## src/rtl/mips_mem_pkg.sv

```systemverilog
// Shared MEM-stage definitions for the data-memory controller:
// opcodes, access sizes, exception bit indices and FSM states.
package mips_mem_pkg;

  localparam logic [5:0] OP_LB  = 6'h20;
  localparam logic [5:0] OP_LH  = 6'h21;
  localparam logic [5:0] OP_LW  = 6'h23;
  localparam logic [5:0] OP_LBU = 6'h24;
  localparam logic [5:0] OP_LHU = 6'h25;
  localparam logic [5:0] OP_SB  = 6'h28;
  localparam logic [5:0] OP_SH  = 6'h29;
  localparam logic [5:0] OP_SW  = 6'h2B;

  localparam int EXC_ADEL = 4;
  localparam int EXC_ADES = 5;

  typedef enum logic [1:0] {
    SZ_BYTE = 2'd0,
    SZ_HALF = 2'd1,
    SZ_WORD = 2'd2
  } size_e;

  typedef enum logic [2:0] {
    IDLE,
    REQ,
    WAIT,
    DONE,
    DRAIN
  } state_e;

endpackage

```

## src/rtl/mem_lane_align.sv

```systemverilog
// Combinational op/address decode: access size, write lanes,
// misalignment flag and load-data extension.
module mem_lane_align
  import mips_mem_pkg::*;
(
  input  logic [5:0]  op_i,
  input  logic [1:0]  addr_i,
  input  logic        wr_i,
  input  logic [31:0] src_i,
  input  logic [31:0] rdata_i,
  output size_e       size_o,
  output logic [3:0]  wstrb_o,
  output logic [31:0] wdata_o,
  output logic        misalign_o,
  output logic [31:0] ext_o
);

  logic [7:0]  b;
  logic [15:0] h;

  always_comb begin
    size_o = SZ_WORD;
    unique case (1'b1)
      (op_i == OP_LB) || (op_i == OP_LBU)
        || (op_i == OP_SB): size_o = SZ_BYTE;
      (op_i == OP_LH) || (op_i == OP_LHU)
        || (op_i == OP_SH): size_o = SZ_HALF;
      (op_i == OP_LW) || (op_i == OP_SW):
        size_o = SZ_WORD;
      default: size_o = SZ_WORD;
    endcase

    misalign_o =
      ((size_o == SZ_HALF) && addr_i[0]) ||
      ((size_o == SZ_WORD) && (addr_i != 2'b00));

    wstrb_o = 4'hF;
    wdata_o = src_i;
    unique case (size_o)
      SZ_BYTE: begin
        wstrb_o = 4'b0001 << addr_i;
        wdata_o = {4{src_i[7:0]}};
      end
      SZ_HALF: begin
        wstrb_o = 4'b0011 << addr_i;
        wdata_o = {2{src_i[15:0]}};
      end
      default: wstrb_o = 4'hF;
    endcase
    if (!wr_i) wstrb_o = 4'h0;

    b = rdata_i[7:0];
    unique case (addr_i)
      2'd0: b = rdata_i[7:0];
      2'd1: b = rdata_i[15:8];
      2'd2: b = rdata_i[23:16];
      default: b = rdata_i[31:24];
    endcase
    h = addr_i[1] ? rdata_i[31:16]
                  : rdata_i[15:0];

    ext_o = rdata_i;
    unique case (1'b1)
      op_i == OP_LB:  ext_o = {{24{b[7]}}, b};
      op_i == OP_LBU: ext_o = {24'h0, b};
      op_i == OP_LH:  ext_o = {{16{h[15]}}, h};
      op_i == OP_LHU: ext_o = {16'h0, h};
      default:        ext_o = rdata_i;
    endcase
  end

endmodule

```

## src/rtl/mem_dsram_ctrl.sv

```systemverilog
// MEM-stage SRAM-like data-bus controller with stall and AdEL/AdES.
// Define DSRAM_PERF_CNT_EN for load/store/stall performance counters.
module mem_dsram_ctrl
  import mips_mem_pkg::*;
#(
  parameter int ADDR_W = 32,
  parameter int DATA_W = 32
) (
  input  logic              clk_i,
  input  logic              rst_i,
  input  logic              flush_i,
  input  logic              stall_i,
  input  logic              memen_i,
  input  logic              rmem_i,
  input  logic              wmem_i,
  input  logic [5:0]        op_i,
  input  logic [31:0]       aluout_i,
  input  logic [DATA_W-1:0] rdata2_i,
  input  logic [7:0]        except_i,
  output logic              data_req_o,
  output logic              data_wr_o,
  output logic [1:0]        data_size_o,
  output logic [ADDR_W-1:0] data_addr_o,
  output logic [DATA_W-1:0] data_wdata_o,
  output logic [3:0]        data_wstrb_o,
  input  logic              data_addr_ok_i,
  input  logic              data_data_ok_i,
  input  logic [DATA_W-1:0] data_rdata_i,
  output logic [DATA_W-1:0] rdata_o,
  output logic              stall_o,
  output logic [7:0]        except_o,
  output logic [31:0]       badvaddr_o
`ifdef DSRAM_PERF_CNT_EN
  ,
  output logic [31:0]       perf_load_o,
  output logic [31:0]       perf_store_o,
  output logic [31:0]       perf_stall_o
`endif
);

  state_e            state_q, state_d;
  logic [5:0]        op_q, op_d;
  logic [31:0]       addr_q, addr_d;
  logic [DATA_W-1:0] src_q, src_d;
  logic [DATA_W-1:0] rdata_q, rdata_d;
  logic              wr_q, wr_d;

  logic              held;
  logic [5:0]        cur_op;
  logic [31:0]       cur_addr;
  logic [DATA_W-1:0] cur_src;
  logic              cur_wr;
  size_e             size;
  logic [3:0]        wstrb;
  logic [DATA_W-1:0] wdata, ext;
  logic              misalign;
  logic [7:0]        exc;
  logic              access, req, stall;

  // Bus fields come from the latched request once it is in flight.
  assign held     = (state_q == REQ) || (state_q == WAIT);
  assign cur_op   = held ? op_q   : op_i;
  assign cur_addr = held ? addr_q : aluout_i;
  assign cur_src  = held ? src_q  : rdata2_i;
  assign cur_wr   = held ? wr_q   : wmem_i;

  mem_lane_align u_align (
    .op_i       (cur_op),
    .addr_i     (cur_addr[1:0]),
    .wr_i       (cur_wr),
    .src_i      (cur_src),
    .rdata_i    (data_rdata_i),
    .size_o     (size),
    .wstrb_o    (wstrb),
    .wdata_o    (wdata),
    .misalign_o (misalign),
    .ext_o      (ext)
  );

  always_comb begin
    exc = except_i;
    exc[EXC_ADEL] = except_i[EXC_ADEL]
      | (memen_i & rmem_i & misalign);
    exc[EXC_ADES] = except_i[EXC_ADES]
      | (memen_i & wmem_i & misalign);
  end

  assign access = memen_i & ~flush_i & ~|exc;

  always_comb begin
    state_d = state_q;
    op_d    = op_q;
    addr_d  = addr_q;
    src_d   = src_q;
    wr_d    = wr_q;
    rdata_d = rdata_q;
    req     = 1'b0;
    stall   = 1'b0;
    unique case (state_q)
      IDLE: if (access) begin
        req     = 1'b1;
        stall   = 1'b1;
        op_d    = op_i;
        addr_d  = aluout_i;
        src_d   = rdata2_i;
        wr_d    = wmem_i;
        state_d = data_addr_ok_i ? WAIT : REQ;
      end
      REQ: begin
        req   = 1'b1;
        stall = 1'b1;
        if (flush_i)
          state_d = data_addr_ok_i ? DRAIN : IDLE;
        else if (data_addr_ok_i)
          state_d = WAIT;
      end
      WAIT: begin
        stall = 1'b1;
        if (data_data_ok_i) begin
          if (flush_i) begin
            state_d = IDLE;
          end else begin
            if (!wr_q) rdata_d = ext;
            state_d = DONE;
          end
        end else if (flush_i) begin
          state_d = DRAIN;
        end
      end
      DONE: if (flush_i || !stall_i) state_d = IDLE;
      DRAIN: begin
        stall = 1'b1;
        if (data_data_ok_i) state_d = IDLE;
      end
      default: state_d = IDLE;
    endcase
  end

  always_ff @(posedge clk_i or negedge rst_i) begin
    if (!rst_i) begin
      state_q <= IDLE;
      op_q    <= '0;
      addr_q  <= '0;
      src_q   <= '0;
      wr_q    <= 1'b0;
      rdata_q <= '0;
    end else begin
      state_q <= state_d;
      op_q    <= op_d;
      addr_q  <= addr_d;
      src_q   <= src_d;
      wr_q    <= wr_d;
      rdata_q <= rdata_d;
    end
  end

  assign data_req_o   = rst_i & req;
  assign data_wr_o    = rst_i & cur_wr;
  assign data_size_o  = rst_i ? size : 2'b00;
  assign data_addr_o  = rst_i ? cur_addr[ADDR_W-1:0] : '0;
  assign data_wdata_o = rst_i ? wdata : '0;
  assign data_wstrb_o = rst_i ? wstrb : 4'h0;
  assign rdata_o      = rdata_q;
  assign stall_o      = rst_i & stall;
  assign except_o     = rst_i ? exc : 8'h0;
  assign badvaddr_o   = rst_i ? aluout_i : '0;

`ifdef DSRAM_PERF_CNT_EN
  logic [31:0] ld_cnt_q, ld_cnt_d;
  logic [31:0] st_cnt_q, st_cnt_d;
  logic [31:0] stl_cnt_q, stl_cnt_d;
  logic        fin;

  assign fin = (state_q == WAIT)
    && data_data_ok_i && !flush_i;

  always_comb begin
    ld_cnt_d  = ld_cnt_q;
    st_cnt_d  = st_cnt_q;
    stl_cnt_d = stl_cnt_q;
    if (fin && !wr_q) ld_cnt_d = ld_cnt_q + 32'd1;
    if (fin && wr_q)  st_cnt_d = st_cnt_q + 32'd1;
    if (stall_o) stl_cnt_d = stl_cnt_q + 32'd1;
  end

  always_ff @(posedge clk_i or negedge rst_i) begin
    if (!rst_i) begin
      ld_cnt_q  <= '0;
      st_cnt_q  <= '0;
      stl_cnt_q <= '0;
    end else begin
      ld_cnt_q  <= ld_cnt_d;
      st_cnt_q  <= st_cnt_d;
      stl_cnt_q <= stl_cnt_d;
    end
  end

  assign perf_load_o  = ld_cnt_q;
  assign perf_store_o = st_cnt_q;
  assign perf_stall_o = stl_cnt_q;
`endif

endmodule

```

## config.mk

```make
export PLATFORM = sky130hd
export DESIGN_NAME = mem_dsram_ctrl
export DESIGN_NICKNAME = d
export VERILOG_FILES = /design/src/rtl/mips_mem_pkg.sv /design/src/rtl/mem_lane_align.sv /design/src/rtl/mem_dsram_ctrl.sv
export SDC_FILE = /design/constraint.sdc
export NUM_CORES = 1
export LEC_CHECK = 0
export BUFFER_PORTS_ARGS = -buffer_cell sky130_fd_sc_hd__buf_2
export CAP_MARGIN = 10
export CORE_ASPECT_RATIO = 0.7
export CORE_MARGIN = 2
export CORE_UTILIZATION = 50
export CTS_CLUSTER_DIAMETER = 80
export DETAILED_ROUTE_END_ITERATION = 10
export PLACE_DENSITY = 0.82
export SETUP_SLACK_MARGIN = 0.05
export SLEW_MARGIN = 40
export SYNTH_ARGS = -nofsm -noshare
export SYNTH_HDL_FRONTEND = slang
export SYNTH_SLANG_ARGS = --single-unit
```

## constraint.sdc

```tcl
create_clock -name clk_i -period 3 [get_ports clk_i]
set_input_delay 0.45 -clock clk_i [delete_from_list [all_inputs] [get_ports clk_i]]
set_output_delay 0.45 -clock clk_i [all_outputs]
set_load 0.05 [all_outputs]
```

==> metrics.md <==
| Metric | Value |
|---|---|
| Status | complete, no violations |
| Final hold vios | 0 |
| DR WL/cell | 17.4 um |
| R2R setup slack | 0.24 ns |
| Final-report max-slew violation count | 0 |
| GR Overflow Total | 0 |
| Worst EP required | 2.55 ns |
| Clk slew on worst S/H paths | 0.07 ns |
| Startpoint Class | register |
| Clock Latency Late Sink | 0.34 ns |
| Sequential Power Share | 24.5% |
| Compound-Gate Fraction of Synth Area | 14.5% |
| Width of the chip | 143 um |
| Comb power frac | 60.2% |
| Initial Util | 51.4% |
| Total Wirelength | 20.8 mm |
| H-tree Lvls | 3 |
| Adder-Cell Fraction of Synth Area | 0% |
| Hold buffer count at CTS | 0 |
| Buffers on Ports | 263 |
| Switch share | 50.4% |
| Die Span Y | 101 um |
| Reg2Reg Depth | 7 |
| CP max FO | 4 |
| Std cell rows | 35 |
| Layout area overhead | 34.5% |
| Slowest stage delay, CP | 0.43 ns |
| Register area share after synthesis | 39.2% |
| Leakage | 4.90 nW |
| P per Cell Area | 789 nW/um^2 |
| Layout Nets | 1121 |
| Detail Route Antenna Nets | 0 |
| Placed wire-length estimate | 15.1 mm |
| Placeable Area | 13200 um^2 |
| Vias in the first global route | 5905 |
| Clock Power Share | 15.2% |
| Clk buf depth | 2 |
| Pin count of the biggest net entering global routing | 66 |
| CTS Sinks | 106 |
| Mapped Cells | 743 |
| Post-Synth XOR/XNOR Area | 0.240% |
| GRT Total Usage | 27.3% |
| Full die area | 14500 um^2 |
| Area leader, netlist | dfrtp_1 |
| Maximum VDD drop | 0.493 mV |
| Reg2reg start | state_q[0] |
| Fin Clk Skew | 0.00873 ns |
| CTS tree | done |
| Share of post-route cells with drive strength above 1 | 38.8% |
| Asr flop ratio synth | 100% |
| YS warnings | 0 |
| Fin util | 69.1% |
| RSZ-0062 raised after global routing | yes |
| CP Cell Sequence | or3b_4, a21o_1, o32ai_4, o31ai_4, nor2b_2, nor4b_2, buf_4 |
| CP endpoint kind | output port |
| Mapped Area | 6770 um^2 |
| Slowest cell on crit path | or3b_4 |
| Cells after DPL | 1162 |
| Number of fill cells | 1071 |
| Largest family of logic cells by synthesized area | simple AND/OR/NAND/NOR gates |
| Post-synthesis register bit count | 106 |
| Post-DR vias/cell | 5.56 |
| Largest cells by area after synthesis | dfrtp_1 (39%), mux2_1 (12%), nand2_1 (9.0%) |
| Most used DFF post-synth | dfrtp_1 |
| GP Congestion | 0.933 |
| Mux share of post-synthesis cell area | 18.5% |
| Crit Path Class | register to output port |
| Syn_area_per_cell | 9.11 um^2 |
| R2r endpoint | rdata_o[17] |
| Total of max-cap violations | 0 |
| Unique masters post-synth | 53 |
| DRT Pass-1 Iters | 6 |
| Period minus WS final | 2.95 ns |
| Remaining DRCs | 0 |
| Post-synth EDFFs | 0 |
| Non-Filler Instances | 1193 |
| Yosys top cell area share | 39.2% |
| Syn_nets | 862 |
| CTS Buf Count | 9 |
| Vias | 6628 |
| Clock root cell | clkbuf_16 |
| Worst hold path class | input port to asynchronous set/reset pin |
| Setup violations, final | 0 |
| Initial antenna violation count | 3 |
| Post-synthesis simple-gate area fraction | 23.2% |
| P_sw | 3.62 mW |
| Arrival time at the worst endpoint | 2.50 ns |
| Max_slew headroom | 49.3% |
| First-pass GRT wire length | 31.0 mm |
| Peak Freq | 339 MHz |
| DRT iter0 DRCs | 426 |
| Worst slew pin tran | 0.761 ns |
| Final worst-path cycle share | 98.4% |
| Num ports | 264 |
| Internal power | 3.57 mW |
[power by group through the flow]
stage                     clock [mW]  sequential, mW  combinational [mW]
after global routing            1.17            1.79                4.58
after floorplan                    0            2.39                2.34
after global placement             0            1.77                3.97
after CTS                       1.12            1.76                4.11
final                           1.09            1.76                4.33
after detailed placement           0            1.78                4.01
[synth_stat cells (3+ instances only)]
master,number
a2bb2oi_1,8
nand2_1,163
o21a_1,3
or3_1,3
a21oi_1,27
o211a_1,15
buf_1,5
buf_2,5
clkbuf_1,40
nor3_1,6
mux2_2,10
nand3_1,52
nor2_1,27
mux2i_1,17
and3_1,9
and2_1,51
nor3b_1,5
nand2b_1,6
o211ai_1,8
a21boi_0,31
o41ai_1,3
nor2b_1,8
o21ai_0,14
mux2_1,73
dfrtp_1,106
mux4_2,5
buf_6,7
a21o_1,3
a211oi_1,3
[final cells by class]
cell class | instances | area [um^2] | share of cell area, %
Inverter | 2 | 7.51 | 0.0825
Multi-Input combinational cell | 576 | 4030 | 44.2
Clock buffer | 11 | 243 | 2.67
Clock inverter | 4 | 28.8 | 0.316
Antenna cell | 2 | 5.00 | 0.0550
Timing Repair Buffer | 307 | 1910 | 21.0
Sequential cell | 106 | 2650 | 29.1
Tap cell | 185 | 231 | 2.54
[worst max-delay path, delay by kind of cell, from the launching register on]
family,cells,cell delay (ns)
compound gates,3,0.71
flops,1,0.39
simple gates,3,0.82
buf+inv,1,0.23
[flip-flops by register name, indices dropped and copies added (netlist names)]
register / cells
op_q: 6
src_q: 32
addr_q: 32
wr_q: 1
rdata_o: 32
state_q: 3
[cell usage in the layout (no fill, tap or decap), drive strengths merged, types with 5 or more instances in the layout]
cell       n
a21boi    31
a21oi     27
a2bb2oi    8
and2      51
and3       9
buf      296
clkbuf    22
dfrtp    106
mux2      84
mux2i     18
mux4       5
nand2    163
nand2b     6
nand3     52
nor2      27
nor2b      8
nor3       6
nor3b      5
o211a     15
o211ai     9
o21ai     16
[worst max-delay path by stage]
stage | depth (start not counted) | end | from | slack [ns]
after global routing | 8 | data_wstrb_o[1] | state_q[0] | -0.03
after CTS | 8 | data_wstrb_o[1] | state_q[1] | 0.002
after global placement | 7 | data_req_o | except_i[2] | 0.28
after detailed placement | 7 | rdata_o[17] | state_q[1] | 0.23
final | 7 | data_req_o | op_q[4] | 0.05
after floorplan | 9 | data_wstrb_o[0] | state_q[1] | -0.17
[cell families (layout without fill, tap and decap cells)]
group / Yosys count / in the layout
simple gates: 336 / 336
buf+inv: 61 / 324
other cells: 0 / 2
compound gates: 132 / 132
xor+xnor: 1 / 1
flops: 106 / 106
mux: 107 / 107
[routing by layer]
metal,track usage (%),part of all wire [%],up-vias
li1,-,-,3104
met1,39.6,45,3144
met2,41.8,45,346
met3,6.10,8.3,34
met4,6.63,1.5,0
met5,0,0,-
[metrics by stage]
step / hold slack, ns / setup slack [ns] / TNS (ns) / total power, mW / cell area (um^2)
floorplan: 0.154 / -0.173 / -0.684 / 4.73 / 6890
global placement: 0.415 / 0.276 / 0 / 5.75 / 8480
detailed placement: 0.412 / 0.227 / 0 / 5.79 / 8480
CTS: 0.0499 / 0.00168 / 0 / 6.99 / 8820
global route: 0.0607 / -0.0303 / -0.142 / 7.54 / 9100
finish: 0.0492 / 0.0466 / 0 / 7.18 / 9100
[timing repair]
action | in CTS | in global routing
buffers inserted | 4 | 6
gates cloned | 0 | 4
pin swaps | 1 | 7
hold endpoints to repair | 0 | 0
resized for setup | 4 | 69
endpoints found under the setup margin | 13 | 26
Power figures use the tool's default switching activity.
